`config.mk`:
```
export PLATFORM = sky130hd
export DESIGN_NAME = sram_arbiter_flat
export DESIGN_NICKNAME = d
export VERILOG_FILES = /design/src/rtl/sram_arbiter_if.sv /design/src/rtl/sram_arbiter.sv /design/src/flat_wrapper.sv
export SDC_FILE = /design/constraint.sdc
export NUM_CORES = 1
export LEC_CHECK = 0
export CORE_ASPECT_RATIO = 1.5
export CORE_MARGIN = 4
export CORE_UTILIZATION = 40
export CTS_CLUSTER_SIZE = 10
export DETAILED_ROUTE_END_ITERATION = 8
export GPL_TIMING_DRIVEN = 0
export PLACE_DENSITY = 0.81
export SETUP_SLACK_MARGIN = 0.2
export SLEW_MARGIN = 20
export SYNTH_ARGS = -nofsm -noshare
export SYNTH_HDL_FRONTEND = slang
export SYNTH_SLANG_ARGS = --single-unit
```
`constraint.sdc`:
```
create_clock -name clk -period 3 [get_ports clk]
set_input_delay 0.6 -clock clk [delete_from_list [all_inputs] [get_ports clk]]
set_output_delay 0.6 -clock clk [all_outputs]
set_load 0.005 [all_outputs]
```
`src/rtl/sram_arbiter_if.sv`:
```
// Bundle between the two SRAM requesters, the arbiter and the external SRAM pins.
// The slave side is the arbiter; the master side is everything around it.
interface sram_arbiter_if;
  logic        req0;
  logic [19:0] addr0;
  logic        req1;
  logic [19:0] addr1;
  logic        we1;
  logic [15:0] wdata1;
  logic [1:0]  grant;
  logic [1:0]  done;
  logic [15:0] rdata;
  logic        busy;
  logic [19:0] sram_addr;
  logic        sram_ce_n;
  logic        sram_oe_n;
  logic        sram_we_n;
  logic [15:0] sram_dq_out;
  logic        sram_dq_oe;
  logic [15:0] sram_dq_in;

  modport slave (
    input  req0, addr0, req1, addr1, we1, wdata1, sram_dq_in,
    output grant, done, rdata, busy,
    output sram_addr, sram_ce_n, sram_oe_n, sram_we_n, sram_dq_out, sram_dq_oe
  );

  modport master (
    output req0, addr0, req1, addr1, we1, wdata1, sram_dq_in,
    input  grant, done, rdata, busy,
    input  sram_addr, sram_ce_n, sram_oe_n, sram_we_n, sram_dq_out, sram_dq_oe
  );
endinterface

```
`src/rtl/sram_arbiter.sv`:
```
// Round-robin arbiter giving a background loader (reads only) and game logic
// (reads/writes) turns on a single asynchronous SRAM with fixed strobe width.
module sram_arbiter #(
  parameter int unsigned WAIT_CYCLES = 2
) (
  input  logic           clk,
  input  logic           rst,
  sram_arbiter_if.slave  bus
);

  typedef enum logic [1:0] {
    IDLE   = 2'd0,
    ACCESS = 2'd1,
    DONE   = 2'd2
  } state_e;

  localparam logic [3:0] COUNT_LOAD = 4'(WAIT_CYCLES - 1);

  state_e      state_q, state_d;
  logic [3:0]  count_q, count_d;
  logic        last_q, last_d;     // 0 = requester 0 owned the last access
  logic        we_q, we_d;
  logic [19:0] addr_q, addr_d;
  logic [15:0] wdata_q, wdata_d;
  logic [1:0]  grant_q, grant_d;
  logic [1:0]  done_q, done_d;
  logic [15:0] rdata_q, rdata_d;
  logic        winner;
  logic        in_access;

  // On a tie the requester that did not go last wins.
  always_comb begin
    winner = bus.req1;
    if (bus.req0 && bus.req1) begin
      winner = ~last_q;
    end
  end

  always_ff @(posedge clk or posedge rst) begin
    if (rst) begin
      state_q <= IDLE;
      count_q <= 4'd0;
      last_q  <= 1'b1;
      we_q    <= 1'b0;
      addr_q  <= 20'd0;
      wdata_q <= 16'd0;
      grant_q <= 2'b00;
      done_q  <= 2'b00;
      rdata_q <= 16'd0;
    end else begin
      state_q <= state_d;
      count_q <= count_d;
      last_q  <= last_d;
      we_q    <= we_d;
      addr_q  <= addr_d;
      wdata_q <= wdata_d;
      grant_q <= grant_d;
      done_q  <= done_d;
      rdata_q <= rdata_d;
    end
  end

  always_comb begin
    state_d = state_q;
    count_d = count_q;
    last_d  = last_q;
    we_d    = we_q;
    addr_d  = addr_q;
    wdata_d = wdata_q;
    grant_d = grant_q;
    done_d  = 2'b00;
    rdata_d = rdata_q;
    unique case (state_q)
      IDLE: begin
        if (bus.req0 || bus.req1) begin
          state_d = ACCESS;
          count_d = COUNT_LOAD;
          last_d  = winner;
          // Requester 0 is read-only, so its we is forced low here.
          we_d    = winner & bus.we1;
          addr_d  = winner ? bus.addr1 : bus.addr0;
          wdata_d = bus.wdata1;
          grant_d = winner ? 2'b10 : 2'b01;
        end
      end
      ACCESS: begin
        if (count_q == 4'd0) begin
          state_d = DONE;
          done_d  = grant_q;
          if (!we_q) begin
            rdata_d = bus.sram_dq_in;
          end
        end else begin
          count_d = count_q - 4'd1;
        end
      end
      DONE: begin
        state_d = IDLE;
        grant_d = 2'b00;
      end
      default: begin
        state_d = IDLE;
        grant_d = 2'b00;
      end
    endcase
  end

  // Strobes decode straight from registered state so reset releases them at once.
  assign in_access       = (state_q == ACCESS);
  assign bus.sram_ce_n   = ~in_access;
  assign bus.sram_oe_n   = ~(in_access & ~we_q);
  assign bus.sram_we_n   = ~(in_access & we_q);
  assign bus.sram_dq_oe  = in_access & we_q;
  assign bus.sram_addr   = addr_q;
  assign bus.sram_dq_out = wdata_q;
  assign bus.grant       = grant_q;
  assign bus.done        = done_q;
  assign bus.rdata       = rdata_q;
  assign bus.busy        = (state_q != IDLE);

endmodule

```
`src/flat_wrapper.sv`:
```
// flat-port wrapper written by rule: the top's interface ports become plain ports
module sram_arbiter_flat 
#(
  parameter int unsigned WAIT_CYCLES = 2
)
  (clk, rst, bus_req0, bus_addr0, bus_req1, bus_addr1, bus_we1, bus_wdata1, bus_sram_dq_in, bus_grant, bus_done, bus_rdata, bus_busy, bus_sram_addr, bus_sram_ce_n, bus_sram_oe_n, bus_sram_we_n, bus_sram_dq_out, bus_sram_dq_oe);
  sram_arbiter_if bus_i ();
  input  logic clk;
  input  logic rst;
  input wire logic [$bits(bus_i.req0)-1:0] bus_req0;
  input wire logic [$bits(bus_i.addr0)-1:0] bus_addr0;
  input wire logic [$bits(bus_i.req1)-1:0] bus_req1;
  input wire logic [$bits(bus_i.addr1)-1:0] bus_addr1;
  input wire logic [$bits(bus_i.we1)-1:0] bus_we1;
  input wire logic [$bits(bus_i.wdata1)-1:0] bus_wdata1;
  input wire logic [$bits(bus_i.sram_dq_in)-1:0] bus_sram_dq_in;
  output wire logic [$bits(bus_i.grant)-1:0] bus_grant;
  output wire logic [$bits(bus_i.done)-1:0] bus_done;
  output wire logic [$bits(bus_i.rdata)-1:0] bus_rdata;
  output wire logic [$bits(bus_i.busy)-1:0] bus_busy;
  output wire logic [$bits(bus_i.sram_addr)-1:0] bus_sram_addr;
  output wire logic [$bits(bus_i.sram_ce_n)-1:0] bus_sram_ce_n;
  output wire logic [$bits(bus_i.sram_oe_n)-1:0] bus_sram_oe_n;
  output wire logic [$bits(bus_i.sram_we_n)-1:0] bus_sram_we_n;
  output wire logic [$bits(bus_i.sram_dq_out)-1:0] bus_sram_dq_out;
  output wire logic [$bits(bus_i.sram_dq_oe)-1:0] bus_sram_dq_oe;
  assign bus_i.req0 = bus_req0;
  assign bus_i.addr0 = bus_addr0;
  assign bus_i.req1 = bus_req1;
  assign bus_i.addr1 = bus_addr1;
  assign bus_i.we1 = bus_we1;
  assign bus_i.wdata1 = bus_wdata1;
  assign bus_i.sram_dq_in = bus_sram_dq_in;
  assign bus_grant = bus_i.grant;
  assign bus_done = bus_i.done;
  assign bus_rdata = bus_i.rdata;
  assign bus_busy = bus_i.busy;
  assign bus_sram_addr = bus_i.sram_addr;
  assign bus_sram_ce_n = bus_i.sram_ce_n;
  assign bus_sram_oe_n = bus_i.sram_oe_n;
  assign bus_sram_we_n = bus_i.sram_we_n;
  assign bus_sram_dq_out = bus_i.sram_dq_out;
  assign bus_sram_dq_oe = bus_i.sram_dq_oe;
  sram_arbiter #(.WAIT_CYCLES(WAIT_CYCLES)) u_core (.clk(clk), .rst(rst), .bus(bus_i));
endmodule
```
# Word-level counts from Yosys, hierarchy flattened
# Cells that the tools add are included.
totals:
  reg_bits: 64
  output_inout_bits: 61
  input_bits: 77
classes:
  n_bitwise: 8
  eq_ne: 4
  mux: 13
  add_sub_neg: 1
  reduce_logical: 11
ops:
  columns: ["cell", "n"]
  rows:
  - ["two-way mux 20 bit", 1]
  - ["two-way mux 2 bit", 6]
  - ["two-way mux 4 bit", 2]
  - ["case mux 2 bit (2 select lines)", 2]
  - ["case mux 4 bit (2 select lines)", 1]
  - ["AND reduction 2 bit", 3]
  - ["AND reduction 3 bit", 2]
  - ["NOT 1 bit", 5]
  - ["zero test 4 bit", 1]
  - ["inequality test 2 bit, second input constant", 2]
  - ["nonzero test 2 bit", 2]
  - ["subtractor 4 x 1 -> 4 bit, second input constant", 1]
  - ["AND 1 bit", 3]
  - ["== test 2 x 1 -> 1 bit, second input constant", 1]
  - ["zero test 2 bit", 1]
  - ["inequality test 2 x 1 -> 1 bit, second input constant", 1]
  - ["logical AND 1 bit", 1]
  - ["logical OR 1 bit", 1]
  - ["two-way mux 1 bit", 1]

# Longest topological paths before layout
depth:
  ltp_word: 5
  depth_mapped: 7
  mapped_depth_nobuf: 5

# Least setup slack after synthesis
# Ideal clock, no wire load.
synth_path:
  kind: "reg-to-reg"
  start: "register u_core.count_q[0]"
  end: "register u_core.rdata_q[10], in the netlist u_core.bus.rdata[10]"
  path_slack_ns: 0.944
  t_arrival_ns: 1.930
  setup_ns: 0.125
  period_less_slack_ns: 2.056
  path_stages_with_launch: 8
  path_cell_list: "dfrtp_1 inv_1 ha_1 or3b_4 or3_1 buf_6 buf_12 mux2_4"
synth_via:
  elab_chain_cells: 2
synth_lines:
  columns: ["item", "line", "text"]
  rows:
  - ["start, declared", "sram_arbiter.sv:20", "logic [3:0] count_q, count_d;"]
  - ["start signal, assigned", "sram_arbiter.sv:52", "count_q <= count_d;"]
  - ["zero test 4 bit", "sram_arbiter.sv:87", "if (count_q == 4'd0) begin"]
  - ["AND reduction 3 bit (no line)", null, null]
  - ["end signal, assigned", "sram_arbiter.sv:59", "rdata_q <= rdata_d;"]
  - ["end, declared", "sram_arbiter.sv:27", "logic [15:0] rdata_q, rdata_d;"]
# Every way passes these cells.
# A chain may end at the register's enable or synchronous reset.

# Final worst setup path
layout_path:
  start: "register u_core.state_q[1]"
  end: "output port bus_sram_dq_oe"
layout_via:
  elab_chain_cells: 2
layout_lines:
  columns: ["item", "line", "text"]
  rows:
  - ["start, declared", "sram_arbiter.sv:19", "state_e state_q, state_d;"]
  - ["start signal, assigned", "sram_arbiter.sv:51", "state_q <= state_d;"]
  - ["== test 2 x 1 -> 1 bit", "sram_arbiter.sv:109", "assign in_access = (state_q == ACCESS);"]
  - ["AND 1 bit", "sram_arbiter.sv:113", "assign bus.sram_dq_oe = in_access & we_q;"]
  - ["end, declared", "flat_wrapper.sv:26", "output wire logic [$bits(bus_i.sram_dq_oe)-1:0] bus_sram_dq_oe;"]
# Every way passes these cells.

==> run metrics <==
status=finished clean; largest net degree at the start of global routing=47; Post-CTS Hold Fix Bufs=0; FMAX=0.432 GHz; vias in the first global route=2324; Reg clk slew, reported paths=0.06 ns; floorplan core area=6530 um^2; Post CTS Setup Buffer Count=0; most frequent cells in the layout=clkdlybuf4s50_1 (137), dfrtp_1 (63), and3_1 (23), mux2_2 (23), a221o_1 (20); Final Hold Fails=0; Ys Warns=0; Num CTS Buffers=9; unrepaired setup endpoints after global routing=no; Clock Tree Buf Depth=2; fin util=66.6%; Slew Viols, Final=0; fraction of layout cells with a size suffix above 1=15.9%; Num Clock Sinks=64; Wirelength per Cell=18.7 um; Mapped Avg Cell Area=13.9 um^2; Mapped Cells=194; io pins=138; CTS tree=yes; final setup fails=0; crit path cell chain=and2b_2, nand2_1, inv_1, clkdlybuf4s50_1; die area=8130 um^2; fin worst setup slack=0.685 ns; Tmin final=2.31 ns; Pwr Total=4.33 mW; Post-DP Area=4190 um^2; Mapped Nets=273; area delta synth->final=61.8%; detailed-route DRC error count=0; row count=36; first-pass GRT wire length=12000 um; pre-CTS WS=0.447 ns; Pwr Density=994 nW/um^2; Seq cells post-synth=64; Die Span X=75.0 um; commonest non-fill, non-tap cell in the layout=clkdlybuf4s50_1; slowest CP cell=clkdlybuf4s50_1; crit path DAT=1.71 ns; Worst Path Required=2.40 ns; # H-tree levels=3; global route overflow=0; fin nets=422; Clock Tree Root=clkbuf_8; Worst Skew=0.00634 ns; vias=2245; antenna-violating nets left=0; max_cap viols=0; die height=108 um; Cell Area, Synth=2690 um^2; 1st-iter DRT viols=86; initial antenna violation count=0; post-synth cell types=34; Starting Density=41.2%; final hold slack=0.503 ns; Slew @ Worst Pin=0.568 ns; number of port buffers=137; Total GRT Usage=19.8%; crit path max fanout=8; critical setup path kind=flip-flop to primary output; Max IR drop VDD=0.399 mV; worst min path class=flip-flop to flip-flop; vias per cell=5.31; Setup crit end kind=primary output; Inserted Diodes=0; Setup TNS Final=0 ns; leakage power=1.94 nW; HPWL after DPL=6220 um; sequential fraction of the synthesis area=59.6%; fin cells=423; GP Congestion=0.820; slew margin rel.=62.1%; Worst path max stage delay=0.49 ns; dpl cells=408; period utilisation layout=77.2%; WL final=7900 um; post-route cell area=4350 um^2; worst-skew pair later-pin latency=0.33 ns; post-CTS sizing=0; TritonRoute pass-1 iters=4; CP startpoint kind=flip-flop
[area by class of cell]
cell class	count	area, um^2
Tap cell	76	95.1
Timing Repair Buffer	138	1400
Buffer	12	68.8
Clock buffer	15	166
Inverter	9	36.3
Multi-Input combinational cell	109	985
Fill cell	513	2180
Sequential cell	64	1600
[power breakdown]
part	internal [mW]	total (mW)	switching, mW
Combinational	1.39	2.15	0.752
Sequential	1.30	1.54	0.246
Clock	0.342	0.638	0.296
Total	3.03	4.33	1.29
[state kept, by name (all words and copies together) (netlist names)]
register / cells
u_core.count_q: 4
u_core.bus.sram_dq_out: 16
u_core.we_q: 1
u_core.bus.done: 2
u_core.bus.rdata: 16
u_core.last_q: 1
u_core.state_q: 2
u_core.bus.grant: 2
u_core.bus.sram_addr: 20
[final timing paths]
check | startpoint | end | slack (ns) | cells after the start
worst max-delay path | u_core.state_q[1] | bus_sram_dq_oe | 0.69 | 4
worst min-delay path | u_core.bus.sram_dq_out[15] | u_core.bus.sram_dq_out[15] | 0.50 | 1
worst max register to register | u_core.count_q[0] | u_core.bus.rdata[3] | 0.80 | 7
worst min register to register | u_core.bus.sram_dq_out[15] | u_core.bus.sram_dq_out[15] | 0.50 | 1
max in group asynchronous | rst | u_core.bus.sram_addr[11] | 1.93 | 3
min in group asynchronous | rst | u_core.bus.grant[0] | 0.57 | 2
[cells in the mapped netlist, drive strengths merged]
master	count	area share (%)
dfrtp	63	59
mux2	33	15
and3	23	5.3
a221o	20	7.4
clkbuf	10	1.4
inv	9	1.3
o21ai	4	0.74
a21oi	3	0.56
nor2	3	0.42
a32o	2	0.74
buf	2	1.2
ha	2	0.93
nand2	2	0.28
nand2b	2	0.47
a211o	1	0.33
a211oi	1	0.28
a21boi	1	0.28
a22o	1	0.33
a31o	1	0.33
and2b	1	0.33
dfstp	1	0.98
nand3b	1	0.28
nor3b	1	0.28
nor4	1	0.23
o221ai	1	0.33
o22ai	1	0.23
or2	1	0.23
or3	1	0.23
or3b	1	0.42
or4b	1	0.37
[metal layers]
metal  up-vias  routed length (um)  track usage (%)
met5         -                   0                0
met3        18                 918             7.16
li1       1026                   -                -
met1      1096                2850             22.3
met2       105                3930             32.8
met4         0                 210             8.78
[worst max-delay path, delay by kind of cell, from the launching register on]
kind	cells	cell delay [ns]
buffers and inverters	2	0.54
DFF	1	0.43
and+or+nand+nor	2	0.41
[logic make-up after synthesis]
logic type      after synthesis  share of synthesized area, %
buf+inv                      21                          3.81
fa+ha+maj                     2                         0.930
compound gates               36                          11.6
mux                          33                          15.2
simple gates                 38                          8.88
flops                        64                          59.6
No activity file was read; power rests on OpenSTA's default activity.
